`config.mk`:
```
export PLATFORM = sky130hd
export DESIGN_NAME = char_buf_scheduler
export DESIGN_NICKNAME = d
export VERILOG_FILES = /design/src/rtl/char_buf_scheduler.sv
export SDC_FILE = /design/constraint.sdc
export NUM_CORES = 1
export LEC_CHECK = 0
export CAP_MARGIN = 10
export CELL_PAD_IN_SITES_DETAIL_PLACEMENT = 0
export CELL_PAD_IN_SITES_GLOBAL_PLACEMENT = 1
export CORE_MARGIN = 2
export CORE_UTILIZATION = 26
export DETAILED_ROUTE_END_ITERATION = 7
export PLACE_DENSITY = 0.68
export SLEW_MARGIN = 15
export SYNTH_ARGS = -nofsm -noshare
export SYNTH_HDL_FRONTEND = slang
export SYNTH_SLANG_ARGS = --single-unit
```
`constraint.sdc`:
```
create_clock -name pclk -period 5.9 [get_ports pclk]
set_input_delay 0.885 -clock pclk [delete_from_list [all_inputs] [get_ports pclk]]
set_output_delay 0.885 -clock pclk [all_outputs]
set_load 0.05 [all_outputs]
```
`src/rtl/char_buf_scheduler.sv`:
```
// Round-robin write scheduler for the 16x16 character buffer.
// Each grant streams one 16-char line from the owning requester into the
// buffer row it owns (ROW_BASE + index). Writes only happen during vblnk_in.
// Ports:
//   pclk, rst_n      clock, async active-low reset
//   vblnk_in         write window (vertical blanking)
//   req[NREQ]        per-requester line-ready, held until done
//   char_in[NREQ*8]  per-requester char at column rd_col
//   gnt[NREQ]        one-hot current owner (registered)
//   rd_col[4]        column presented to the owner (registered)
//   done[NREQ]       one-cycle pulse when a line is complete
//   wr_en/wr_addr/wr_data  buffer write port (registered)
module char_buf_scheduler #(
    parameter int unsigned NREQ     = 13,
    parameter int unsigned ROW_BASE = 1
) (
    input  logic                pclk,
    input  logic                rst_n,
    input  logic                vblnk_in,
    input  logic [NREQ-1:0]     req,
    input  logic [NREQ*8-1:0]   char_in,
    output logic [NREQ-1:0]     gnt,
    output logic [3:0]          rd_col,
    output logic [NREQ-1:0]     done,
    output logic                wr_en,
    output logic [7:0]          wr_addr,
    output logic [7:0]          wr_data
);

    localparam int unsigned IW = (NREQ > 1) ? $clog2(NREQ) : 1;

    typedef enum logic [1:0] {S_IDLE, S_XFER, S_DONE} state_t;

    state_t           state_q, state_d;
    logic [IW-1:0]    ptr_q, ptr_d;
    logic [IW-1:0]    owner_q, owner_d;
    logic [NREQ-1:0]  gnt_q, gnt_d;
    logic [3:0]       rd_col_q, rd_col_d;
    logic [NREQ-1:0]  done_q, done_d;
    logic             wr_en_q, wr_en_d;
    logic [7:0]       wr_addr_q, wr_addr_d;
    logic [7:0]       wr_data_q, wr_data_d;

    logic             arb_found;
    logic [IW-1:0]    arb_pick;
    logic [IW-1:0]    arb_next;
    logic [7:0]       owner_char;
    logic             owner_req;
    logic [3:0]       owner_row;

    // Rotating search: first set req at or after the pointer, modulo NREQ.
    always_comb begin
        int unsigned idx;
        logic [IW-1:0] cand;
        arb_found = 1'b0;
        arb_pick  = '0;
        idx       = 0;
        cand      = '0;
        for (int unsigned i = 0; i < NREQ; i++) begin
            idx = 32'(ptr_q) + i;
            if (idx >= NREQ) begin
                idx = idx - NREQ;
            end
            cand = IW'(idx);
            if (!arb_found && req[cand]) begin
                arb_found = 1'b1;
                arb_pick  = cand;
            end
        end
        arb_next = (arb_pick == IW'(NREQ - 1)) ? '0 : arb_pick + IW'(1);
    end

    // Character and request of the current owner.
    always_comb begin
        owner_char = '0;
        for (int unsigned i = 0; i < NREQ; i++) begin
            if (owner_q == IW'(i)) begin
                owner_char = char_in[i*8 +: 8];
            end
        end
        owner_req = req[owner_q];
        owner_row = 4'(ROW_BASE) + 4'(owner_q);
    end

    // Next-state and output logic.
    always_comb begin
        state_d   = state_q;
        ptr_d     = ptr_q;
        owner_d   = owner_q;
        gnt_d     = gnt_q;
        rd_col_d  = rd_col_q;
        done_d    = '0;
        wr_en_d   = 1'b0;
        wr_addr_d = wr_addr_q;
        wr_data_d = wr_data_q;

        case (state_q)
            S_IDLE: begin
                if (arb_found) begin
                    gnt_d    = NREQ'(1) << arb_pick;
                    owner_d  = arb_pick;
                    ptr_d    = arb_next;
                    rd_col_d = '0;
                    state_d  = S_XFER;
                end
            end
            S_XFER: begin
                // A dropped request abandons the line; it wins over a write.
                if (!owner_req) begin
                    gnt_d   = '0;
                    state_d = S_IDLE;
                end else if (vblnk_in) begin
                    wr_en_d   = 1'b1;
                    wr_addr_d = {owner_row, rd_col_q};
                    wr_data_d = owner_char;
                    rd_col_d  = rd_col_q + 4'd1;
                    if (rd_col_q == 4'hF) begin
                        done_d  = gnt_q;
                        gnt_d   = '0;
                        state_d = S_DONE;
                    end
                end
            end
            S_DONE: begin
                state_d = S_IDLE;
            end
            default: begin
                state_d = S_IDLE;
            end
        endcase
    end

    // State and output registers.
    always_ff @(posedge pclk or negedge rst_n) begin
        if (!rst_n) begin
            state_q   <= S_IDLE;
            ptr_q     <= '0;
            owner_q   <= '0;
            gnt_q     <= '0;
            rd_col_q  <= '0;
            done_q    <= '0;
            wr_en_q   <= 1'b0;
            wr_addr_q <= '0;
            wr_data_q <= '0;
        end else begin
            state_q   <= state_d;
            ptr_q     <= ptr_d;
            owner_q   <= owner_d;
            gnt_q     <= gnt_d;
            rd_col_q  <= rd_col_d;
            done_q    <= done_d;
            wr_en_q   <= wr_en_d;
            wr_addr_q <= wr_addr_d;
            wr_data_q <= wr_data_d;
        end
    end

    assign gnt     = gnt_q;
    assign rd_col  = rd_col_q;
    assign done    = done_q;
    assign wr_en   = wr_en_q;
    assign wr_addr = wr_addr_q;
    assign wr_data = wr_data_q;

endmodule

```
Word level (Yosys, flattened, before mapping)

Cells that the tools add are included.

Input bits: 120
Logic and storage cells: 219
Output and inout port bits: 47
Bits in registers: 57

Multiplexer cells: 102
Shift-type cells: 1
Equal/unequal tests: 20
Reductions and logical operators: 32
$lt $le $gt $ge: 27
$add $sub $neg: 28

Operator list:

| kind                                                              | count |
|---|---|
| 2-to-1 mux 4 bit                                                  | 30 |
| 2-to-1 mux 13 bit                                                 | 8 |
| 2-to-1 mux 8 bit                                                  | 13 |
| < comparator 4 x 5 -> 1 bit, second input constant                | 14 |
| greater-or-equal comparator 5 x 4 -> 1 bit, second input constant | 12 |
| binary-select mux 1 bit (select 4 bit)                            | 14 |
| subtractor 4 bit, second input constant                           | 13 |
| 2-to-1 mux 1 bit                                                  | 30 |
| equality test 4 bit, second input constant                        | 7 |
| case mux 13 bit (2 select lines)                                  | 1 |
| adder 4 x 4 -> 5 bit, second input constant                       | 5 |
| adder 4 x 3 -> 5 bit, second input constant                       | 4 |
| equality test 4 x 3 -> 1 bit, second input constant               | 4 |
| << shifter 1 x 4 -> 13 bit, first input constant                  | 1 |
| logical AND 1 bit                                                 | 12 |
| logical NOT 1 bit                                                 | 12 |
| adder 4 x 2 -> 5 bit, second input constant                       | 2 |
| adder 4 x 1 -> 4 bit, second input constant                       | 2 |
| equality test 4 x 2 -> 1 bit, second input constant               | 2 |
| 2-to-1 mux 2 bit                                                  | 4 |
| case mux 4 bit (2 select lines)                                   | 1 |
| AND reduction 4 bit                                               | 2 |
| inequality test 2 bit, second input constant                      | 3 |
| inequality test 3 bit, second input constant                      | 2 |
| 11 further kinds                                                  | 12 |

Depth between registers and ports, before layout

Gate-level depths: netlist of the first run.

Word-level depth: 44
Depth in mapped cells: 29
Mapped depth without buffers: 20

Worst setup path before layout of the first run

OpenSTA, ideal clock, no wires.

Path type: reg-to-reg
Start point: register ptr_q[0]
End point: register ptr_q[2]
Path slack: -0.506 ns
Required time: 5.773 ns
Data arrival time: 6.279 ns
Cell stages (with the launch flop): 29
Period minus slack after synthesis: 6.406 ns
Setup time: 0.127 ns
Path buffers: 10
Path through: dfrtp_1 > buf_6 > inv_1 > buf_2 > buf_1 > buf_1 > clkbuf_1 > ha_1 > buf_2 > buf_2 > buf_1 > buf_2 > o21ba_2 > o32a_1 > or4_1 > nand2_1 > a31o_1 > o311ai_0 > clkbuf_1 > or4_1 > a31oi_1 > a211oi_1 > o32ai_4 > inv_2 > ha_1 > ha_1 > nor2_1 > a21oi_1 > nor2_1

Longest elaborated chain between the ends: 43
Elaborated cells on any way between the ends: 131
Classes of those cells: add/sub: 26; order compare: 13; eq/ne: 1; mux: 66; reduce/logical: 25

RTL lines:

| what                                                          | line | text |
|---|---|---|
| start: declaration                                            | 35   | `logic [IW-1:0] ptr_q, ptr_d;` |
| start signal: assignment                                      | 147  | `ptr_q <= ptr_d;` |
| branches (longest 40 deep; another with adder 4 x 1 -> 5 bit) | n/a  |  |
| 2-to-1 mux 4 bit (*)                                          | 65   | `if (!arb_found && req[cand]) begin` |
| net arb_pick[1]                                               | 45   | `logic [IW-1:0] arb_pick;` |
| adder 4 x 1 -> 4 bit or equality test 4 bit (tied branches)   | 70   | `arb_next = (arb_pick == IW'(NREQ - 1)) ? '0 : arb_pick + IW'(1);` |
| 2-to-1 mux 4 bit (*)                                          | 70   |  |

Mark *: on every way through the listed nets, which the timed path passes. The select of a mux whose other input is x is not followed.
A chain may end at the register's enable or synchronous reset.

Worst setup path in the final report of the first run

Start point: register ptr_q[3]
End point: register ptr_q[2]

Same word-level chain as after synthesis.

==> results of run 1 <==
## final timing paths
kind                             from  slack (ns)         end  depth (start not counted)
setup / recovery             ptr_q[3]        0.37    ptr_q[2]                         20
hold / removal             wr_addr[1]        0.47  wr_addr[1]                          2
setup reg to reg             ptr_q[3]        0.37    ptr_q[2]                         20
hold reg to reg            wr_addr[1]        0.47  wr_addr[1]                          2
max in group asynchronous       rst_n        4.64    ptr_q[0]                          2
min in group asynchronous       rst_n        0.71  wr_data[5]                          2
## cell type report
class | count | area (µm²) | area share [%]
Clock inverter | 3 | 40.0 | 0.325
Sequential cell | 57 | 1430 | 11.6
Clock buffer | 12 | 256 | 2.08
Timing Repair Buffer | 269 | 2470 | 20.0
Multi-Input combinational cell | 1061 | 7420 | 60.1
Inverter | 35 | 135 | 1.10
Tap cell | 468 | 586 | 4.75
## through the flow
step | worst slack, ns | cells | hold slack, ns | util (%)
after floorplan | 0.0216 | 1271 | 0.483 | -
after global placement | 0.199 | 1887 | 0.461 | 32.9
after detailed placement | 0.223 | 1887 | 0.462 | 32.9
after CTS | 0.294 | 1902 | 0.474 | 33.8
after global routing | 0.0833 | 1905 | 0.508 | 33.8
final | 0.369 | 1905 | 0.471 | 33.8
## routing by layer
layer	up-vias	wire length, µm	global-route usage [%]
li1	5215	-	-
met4	0	2200	9.60
met3	124	3570	3.25
met5	-	0	0
met1	5360	17700	27.5
met2	660	20100	37.0
## registers in the layout (all words and copies together) (netlist names)
signal	count
done	13
gnt	13
owner_q	4
ptr_q	4
rd_col	4
state_q	2
wr_addr	8
wr_data	8
wr_en	1
## cell usage in the layout (no fill, tap or decap), drive strengths merged, types with 13 or more instances in the layout
cell and instances:
a211oi 32, a21o 20, a21oi 76, a221oi 19, a22oi 29, a31oi 30
and2 29, buf 104, clkdlybuf4s50 165, dfrtp 57, ha 32, inv 33
mux2 14, mux2i 37, mux4 17, nand2 128, nand2b 16, nand3 48
nor2 95, nor2b 19, nor3 38, o211ai 31, o21ai 84, o22ai 16
or3 13, xnor2 20
## worst reg2reg max path, delay by kind of cell, from the launching register on
family                     cells  cell delay, ns
buffers and inverters          3            0.40
muxes                          2            0.76
AOI/OAI and AO/OA              7            2.08
adders and majority gates      3            1.11
DFF                            1            0.51
and+or+nand+nor                5            0.55
## logic make-up after synthesis
kind of cell	count (synthesis)	synth area share, %
AO/OA/AOI/OAI	480	36.9
AND/OR/NAND/NOR	457	24.5
buffers and inverters	153	7.70
multiplexers	68	9.60
flip-flops	57	14.9
adder cells (fa/ha/maj)	32	4.18
XOR/XNOR	24	2.20
## repair_timing
item	in CTS	in global routing
gates resized for setup	0	2
endpoints found under the setup margin	0	6
buffers inserted	0	3
hold endpoints to repair	0	0
==> flow_summary_export.csv, run 1 <==
group,metric,value,unit
run_status,run_status,"completed",
worst_setup_path,critical_path.endpoint_type,"flop",
worst_hold_path,worstHoldPathType,"reg2reg",
clock_tree,clock_latency,0.32,ns
clock_tree,tritoncts.num_buffers,9,
timing,max-slew-margin-rel,41.0,%
yosys,count_of_synthesis_stage_warnings_from_yosys,0,
yosys,ys_types,107,
timing,timing.final.crit_share,93.7,%
clock_tree,ctsHtreeMaxLevel,3,
yosys,synthesis.area,9570,µm²
timing,final.min_clock_period,5.53,ns
timing,report.final.hold_viol_count,0,
yosys,yosys_most_used_dff,"sky130_fd_sc_hd__dfrtp_1",
timing,setup_violations,0,
run,cap_violations,0,
clock_tree,clock_sinks,57,
route,drtIter0Drc,1347,
yosys,ys_seq_area_share,14.9,%
worst_setup_path,cp-start-kind,"flop",
finish,layout.cell_area.non_filler,12300,µm²
worst_setup_path,critical_path_peak_fanout,10,
yosys,synth-seq-cells,57,
worst_setup_path,crit_family,"compound AO/OA/AOI/OAI gates",
global_route,grt_start_max_net_pins,58,
global_route,wire_length_of_the_first_global_routing_pass,65700,µm
yosys,synthesis.instances,1271,
worst_setup_path,crit_buf_inv,3,
yosys,synth-async-reset-ratio,100,%
finish,layout-drive-gt1-share,14.5,%
yosys,synth_top_area_cell,"sky130_fd_sc_hd__dfrtp_1",
worst_setup_path,path_cells,"clkinv_1 > buf_4 > ha_1 > a21oi_1 > o21ai_1 > mux2i_1 > mux4_2 > nand2_1 > a22oi_1 > and3_1 > nand2_1 > a31oi_1 > a211oi_1 > o32ai_4 > inv_2 > ha_1 > ha_1 > nor2_1 > a21oi_1 > nor2_1",
worst_setup_path,worst-endpoint-arrival,5.73,ns
worst_setup_path,critical_path_required,6.10,ns
finish,num_antenna_cells,0,
timing,finalSetupTns,0,ns
route,avgViaCountPerCell,5.96,
route,routedWlPerCell,22.8,µm
worst_setup_path,critical-path-max-stage-delay,0.58,ns
yosys,yosys-top-cells-count,"sky130_fd_sc_hd__nand2_1, sky130_fd_sc_hd__nor2_1, sky130_fd_sc_hd__a21oi_1",
clock_tree,post_cts_hold_buffers,0,
yosys,netlist.area_leader.share,14.9,%
timing,worst_clock_skew,0.00895,ns
route,firstDrtPassIters,5,
yosys,synth.net_count,1423,
finish,fillerInstances,3880,
place,port_buffers,166,
worst_setup_path,slowest_stage,"sky130_fd_sc_hd__ha_1",
floorplan,die-width,196,µm
clock_tree,clock_tree.root_cell,"sky130_fd_sc_hd__clkbuf_16",
floorplan,design.portCount,167,
global_route,globalRouteOverflowTotal,0,
clock_tree,clock_tree.buffer_depth,2,
clock_tree,cts_tree,"done",
timing,timing.final.max_slew_violations,0,
finish,area_growth_syn_to_layout,28.9,%
global_route,track_usage,21.8,%
global_route,grt_antenna_before_repair,0,
timing,slew_at_the_pin_with_the_worst_max_slew_slack,0.880,ns
floorplan,die_area,38400,µm²
worst_setup_path,worst-setup-path-type,"reg2reg",
clock_tree,cts.clk_slew.worst_paths,0.05,ns
finish,finalNetCount,1585,
floorplan,initial_utilization,26.3,%
floorplan,core_area,36400,µm²
route,drc_violation_count_after_routing,0,
place,placed_cell_area,12000,µm²
route,finalWirelength,43500,µm
worst_setup_path,crit_path_frequent_cell,"sky130_fd_sc_hd__ha_1",
timing,rsz0062_at_grt,"false",
global_route,first_global_vias,10800,
place,place.detailed.hpwl,33500,µm
place,weighted_congestion_reported_at_the_end_of_routability_driven_placement,1.00,
route,routed-via-count,11400,
timing,maxClockFrequency,181,MHz
yosys,synthMostInstantiatedCell,"sky130_fd_sc_hd__nand2_1",
yosys,synth-edff-count,0,
route,number_of_antenna_violating_nets_in_the_routed_design,0,
yosys,netlist_top_cells_area,"sky130_fd_sc_hd__dfrtp_1, sky130_fd_sc_hd__nand2_1, sky130_fd_sc_hd__ha_1",
floorplan,placement_row_count,70,
floorplan,die_height,196,µm
yosys,syn_area_per_cell,7.53,µm²
Power of run 1 is left out: the tool's default activity adds up to more than one toggle a clock period on the data nets, which glitch-free logic cannot reach.
==> run 2, diff against run 1 <==
- ABC_AREA: unset -> 1
- CTS_CLUSTER_DIAMETER: unset -> 40
- PLACE_DENSITY: 0.68 -> 0.74
==> flow_summary_export.csv, run 2 <==
group,metric,value,unit
run,cap_violations,0,
route,drtIter0Drc,854,
yosys,syn_area_per_cell,5.96,µm²
clock_tree,clock_sinks,57,
worst_setup_path,critical_path.endpoint_type,"flop",
worst_setup_path,critical_path_required,6.11,ns
floorplan,placement_row_count,61,
worst_setup_path,critical-path-max-stage-delay,0.67,ns
clock_tree,tritoncts.num_buffers,9,
global_route,wire_length_of_the_first_global_routing_pass,46300,µm
finish,layout-drive-gt1-share,8.02,%
finish,finalNetCount,1521,
place,place.detailed.hpwl,23500,µm
finish,final_common_cell,"sky130_fd_sc_hd__nand2_1",
worst_hold_path,hold_crit_depth,2,
yosys,yosys-top-cells-count,"sky130_fd_sc_hd__nand2_1, sky130_fd_sc_hd__nand3_1, sky130_fd_sc_hd__inv_1, sky130_fd_sc_hd__o21ai_0, sky130_fd_sc_hd__nor2_1",
global_route,globalRouteOverflowTotal,0,
place,weighted_congestion_reported_at_the_end_of_routability_driven_placement,0.966,
route,avgViaCountPerCell,5.09,
floorplan,die-width,171,µm
timing,final.min_clock_period,5.10,ns
clock_tree,ctsHtreeMaxLevel,3,
finish,area_growth_syn_to_layout,32.2,%
floorplan,die_height,171,µm
clock_tree,cts.clk_slew.worst_paths,0.05,ns
yosys,netlist.area_leader.share,19.6,%
global_route,first_global_vias,8270,
place,port_buffers,166,
route,finalWirelength,29900,µm
timing,final.setup.worst_slack,0.796,ns
clock_tree,clock_tree.buffer_depth,2,
floorplan,core_area,27600,µm²
finish,final_cell_mix,"sky130_fd_sc_hd__nand2_1, sky130_fd_sc_hd__nand3_1, sky130_fd_sc_hd__clkdlybuf4s50_1",
worst_setup_path,worst-setup-path-type,"reg2reg",
yosys,synth-async-reset-ratio,100,%
yosys,ys_types,52,
timing,setup_violations,0,
global_route,track_usage,20.1,%
timing,max-slew-margin-rel,29.1,%
clock_tree,cts_tree,"done",
worst_hold_path,min_from,"wr_addr[5]",
timing,timing.final.max_slew_violations,0,
timing,maxClockFrequency,196,MHz
place,place_worst_setup_slack,0.846,ns
yosys,ys_seq_area_share,19.6,%
yosys,count_of_synthesis_stage_warnings_from_yosys,0,
yosys,synthesis.instances,1218,
finish,layout_utilization,34.7,%
yosys,synth.net_count,1370,
floorplan,initial_utilization,26.3,%
yosys,synthMostInstantiatedCell,"sky130_fd_sc_hd__nand2_1",
worst_setup_path,reg_to_reg_start,"ptr_q[1]",
yosys,synth-seq-cells,57,
yosys,synth-edff-count,0,
worst_setup_path,cp-start-kind,"flop",
worst_setup_path,crit_path_start,"ptr_q[1]",
route,number_of_antenna_violating_nets_in_the_routed_design,0,
yosys,synth_top_area_cell,"sky130_fd_sc_hd__dfrtp_1",
worst_setup_path,regToRegSetupSlack,0.80,ns
timing,slew_at_the_pin_with_the_worst_max_slew_slack,1.06,ns
worst_setup_path,crit_path_frequent_cell,"sky130_fd_sc_hd__nand2_1",
route,routedWlPerCell,17.1,µm
run_status,run_status,"completed",
worst_setup_path,critical_path_peak_fanout,13,
worst_setup_path,ff2ff_path_depth,27,
global_route,grt_antenna_before_repair,0,
finish,num_antenna_cells,0,
yosys,synthesis.area,7260,µm²
timing,finalSetupTns,0,ns
worst_setup_path,worst-endpoint-arrival,5.32,ns
place,post-place-cells,1736,
clock_tree,post_cts.repair.setup_buffers,0,
clock_tree,post_cts.resized_instances,0,
worst_setup_path,slowest_stage,"sky130_fd_sc_hd__ha_1",
timing,timing.final.crit_share,86.5,%
finish,fin_cells,1750,
timing,rsz0062_at_grt,"false",
worst_setup_path,critical_path.reg2reg.endpoint,"ptr_q[2]",
clock_tree,clock_latency,0.32,ns
yosys,netlist_top_cells_area,"sky130_fd_sc_hd__dfrtp_1, sky130_fd_sc_hd__nand2_1, sky130_fd_sc_hd__nand3_1",
floorplan,design.portCount,167,
floorplan,die_area,29300,µm²
route,drc_violation_count_after_routing,0,
route,firstDrtPassIters,6,
route,routed-via-count,8914,
worst_hold_path,worstHoldPathType,"reg2reg",
global_route,grt_start_max_net_pins,58,
timing,worst_clock_skew,0.00474,ns
clock_tree,post_cts_hold_buffers,0,
yosys,yosys_most_used_dff,"sky130_fd_sc_hd__dfrtp_1",
worst_hold_path,sink_of_the_worst_hold_path,"wr_addr[5]",
clock_tree,clock_tree.root_cell,"sky130_fd_sc_hd__clkbuf_16",
timing,report.final.hold_viol_count,0,
==> run 2: cell count changes after synthesis, moves of 34 or more <==
cell	before	now
sky130_fd_sc_hd__mux2i_1	36	2
sky130_fd_sc_hd__nand2_1	124	368
sky130_fd_sc_hd__o21ai_0	69	103
sky130_fd_sc_hd__clkbuf_1	68	30
sky130_fd_sc_hd__nand3_1	48	169
sky130_fd_sc_hd__inv_1	30	103
==> run 2: area by class of cell <==
| type | instances | area, µm² |
|---|---|---|
| clock buffer | 10 | 239 |
| clock inverter | 4 | 45.0 |
| fill | 3055 | 18000 |
| inverter | 131 | 494 |
| multi-input combinational | 987 | 5140 |
| sequential | 57 | 1430 |
| tap | 378 | 473 |
| timing repair buffer | 183 | 1780 |
==> run 2: worst max path at each step <==
stage,slack [ns],end
CTS,0.81,ptr_q[2]
finish,0.80,ptr_q[2]
global placement,0.88,ptr_q[2]
detailed placement,0.85,ptr_q[2]
floorplan,1.64,ptr_q[3]
global route,0.31,ptr_q[0]
==> run 2: layer usage <==
layer	routed length (µm)	GRT usage, %
met5	0	0
met3	2340	2.89
met2	13400	33.0
met4	1050	7.18
met1	13100	26.8
==> run 2: cell families (layout without fill, tap and decap cells) <==
| logic type | Yosys count | after routing | synth area share, % |
|---|---|---|---|
| xor gates and xnor gates | 12 | 12 | 1.65 |
| adders and majority gates | 32 | 32 | 5.52 |
| AOI/OAI and AO/OA | 261 | 261 | 21.1 |
| muxes | 2 | 2 | 0.276 |
| buffers and inverters | 174 | 328 | 9.58 |
| DFF | 57 | 57 | 19.6 |
| and+or+nand+nor | 680 | 680 | 42.2 |
==> run 2: metrics by stage <==
stage                     hold WS, ns  area, µm²
after floorplan                 0.546       7260
after global placement          0.459       9320
after detailed placement        0.469       9320
after CTS                       0.482       9600
after global routing            0.506       9600
final                           0.479       9600
==> run 2: critical path, delay by kind of cell (launching register included) <==
family,cells,cell delay (ns)
AO/OA/AOI/OAI,1,0.10
adder cells (fa/ha/maj),3,1.26
flip-flops,1,0.36
AND/OR/NAND/NOR,18,2.54
buffers and inverters,5,0.74
Power of run 2 is left out for the same reason.
==> run 3, diff against run 2 <==
- ABC_AREA: 1 -> 0
- CORE_ASPECT_RATIO: unset -> 1.75
- PLACE_DENSITY: 0.74 -> 0.68
- TNS_END_PERCENT: unset -> 50
==> flow_summary_export.csv, run 3 (synthesized netlist as in run 1, its figures left out) <==
group,metric,value,unit
clock_tree,clock_tree.buffer_depth,2,
route,finalWirelength,51000,µm
worst_setup_path,ff2ff_path_depth,16,
worst_setup_path,worst-setup-path-type,"reg2reg",
worst_setup_path,path_cells,"ha_1 > nor2b_1 > buf_4 > a31o_2 > xnor2_1 > mux4_2 > a22oi_1 > nand3b_1 > or3_1 > a31oi_1 > a211oi_1 > o32ai_4 > buf_4 > ha_1 > nor3b_2 > nor2_1",
timing,finalSetupTns,0,ns
place,port_buffers,166,
worst_setup_path,critical_path_peak_fanout,9,
clock_tree,clock_latency,0.33,ns
finish,layout.cell_area.non_filler,12500,µm²
floorplan,placement_row_count,93,
place,place_worst_setup_slack,0.219,ns
place,placed_cell_area,12200,µm²
floorplan,die_height,258,µm
route,routed-via-count,11600,
clock_tree,ctsHtreeMaxLevel,3,
route,avgViaCountPerCell,6.04,
worst_setup_path,critical-path-max-stage-delay,0.68,ns
timing,final.min_clock_period,5.72,ns
timing,timing.final.crit_share,97.0,%
worst_setup_path,critical_path.endpoint_type,"flop",
finish,layout-drive-gt1-share,15.3,%
place,weighted_congestion_reported_at_the_end_of_routability_driven_placement,1.09,
route,drtIter0Drc,984,
timing,setup_violations,0,
timing,maxClockFrequency,175,MHz
worst_hold_path,min_from,"wr_addr[0]",
clock_tree,tritoncts.num_buffers,9,
worst_setup_path,reg_to_reg_start,"ptr_q[3]",
route,number_of_antenna_violating_nets_in_the_routed_design,0,
timing,rsz0062_at_grt,"false",
floorplan,initial_utilization,26.2,%
worst_setup_path,cp-start-kind,"flop",
route,drc_violation_count_after_routing,0,
run,cap_violations,0,
global_route,track_usage,25.8,%
run_status,run_status,"completed",
global_route,grt_antenna_before_repair,0,
timing,timing.final.max_slew_violations,0,
worst_setup_path,regToRegSetupSlack,0.18,ns
worst_setup_path,critical_path.reg2reg.endpoint,"ptr_q[1]",
finish,finalNetCount,1598,
clock_tree,post_cts.repair.setup_buffers,0,
global_route,wire_length_of_the_first_global_routing_pass,74500,µm
worst_setup_path,slowest_stage,"sky130_fd_sc_hd__ha_1",
timing,max-slew-margin-rel,29.8,%
timing,final.setup.worst_slack,0.178,ns
worst_hold_path,sink_of_the_worst_hold_path,"wr_addr[0]",
finish,layout_utilization,34.2,%
floorplan,design.portCount,167,
finish,final_common_cell,"sky130_fd_sc_hd__clkdlybuf4s50_1",
clock_tree,clock_sinks,57,
route,routedWlPerCell,26.5,µm
worst_hold_path,hold_crit_depth,2,
floorplan,die_area,38400,µm²
global_route,first_global_vias,11700,
timing,worst_clock_skew,0.00777,ns
worst_hold_path,worstHoldPathType,"reg2reg",
finish,num_antenna_cells,0,
clock_tree,cts_tree,"done",
worst_setup_path,worst-endpoint-arrival,5.92,ns
finish,final_cell_mix,"sky130_fd_sc_hd__clkdlybuf4s50_1, sky130_fd_sc_hd__nand2_1, sky130_fd_sc_hd__buf_4",
global_route,globalRouteOverflowTotal,0,
place,place.detailed.hpwl,40100,µm
route,firstDrtPassIters,6,
clock_tree,clock_tree.root_cell,"sky130_fd_sc_hd__clkbuf_16",
floorplan,die-width,149,µm
timing,report.final.hold_viol_count,0,
timing,slew_at_the_pin_with_the_worst_max_slew_slack,1.04,ns
floorplan,core_area,36500,µm²
finish,area_growth_syn_to_layout,30.4,%
worst_setup_path,critical_path_required,6.10,ns
global_route,grt_start_max_net_pins,77,
clock_tree,cts.clk_slew.worst_paths,0.05,ns
[run 3: worst max path at each step]
stage               end  cells after the start  slack [ns]     start
6_report       ptr_q[1]                     16        0.18  ptr_q[3]
2_1_floorplan  ptr_q[2]                     28        0.02  ptr_q[0]
4_1_cts        ptr_q[2]                     17        0.22  ptr_q[2]
3_3_place_gp   ptr_q[2]                     15        0.17    req[2]
3_5_place_dp   ptr_q[2]                     15        0.22    req[2]
5_1_grt        ptr_q[1]                     16        0.06  ptr_q[3]
[run 3: per-stage QoR]
step	hold slack (ns)	cells
final	0.471	1926
after global routing	0.496	1926
after CTS	0.476	1926
after detailed placement	0.464	1910
after global placement	0.461	1910
after floorplan	0.483	1271
[run 3: layout make-up]
| type | instances | area (µm²) |
|---|---|---|
| Clock inverter | 6 | 91.3 |
| Fill cell | 3922 | 24100 |
| Multi-Input combinational cell | 1061 | 7420 |
| Sequential cell | 57 | 1430 |
| Tap cell | 475 | 594 |
| Inverter | 35 | 131 |
| Clock buffer | 10 | 239 |
| Timing Repair Buffer | 282 | 2580 |
[run 3: repair_timing]
item | in CTS | in global routing
hold buffers | 0 | 0
setup endpoints to repair | 0 | 4
endpoints found under the hold margin | 0 | 0
resized for setup | 0 | 1
[run 3: layer usage]
metal  up-vias  part of all wire (%)  GRT usage [%]
li1       5225                     -              -
met5         -                     0              0
met2       611                    51           47.1
met3       253                   5.4           3.22
met4         0                    11           22.6
met1      5535                    33           25.2
[run 3: worst max-delay path: cells and delay by family (launching register included)]
family                     cells  cell delay (ns)
DFF                            1             0.46
buffers and inverters          2             0.45
adders and majority gates      2             0.90
muxes                          1             0.38
and+or+nand+nor                5             1.84
xor gates and xnor gates       1             0.28
AOI/OAI and AO/OA              5             1.28
Power of run 3 is left out for the same reason.
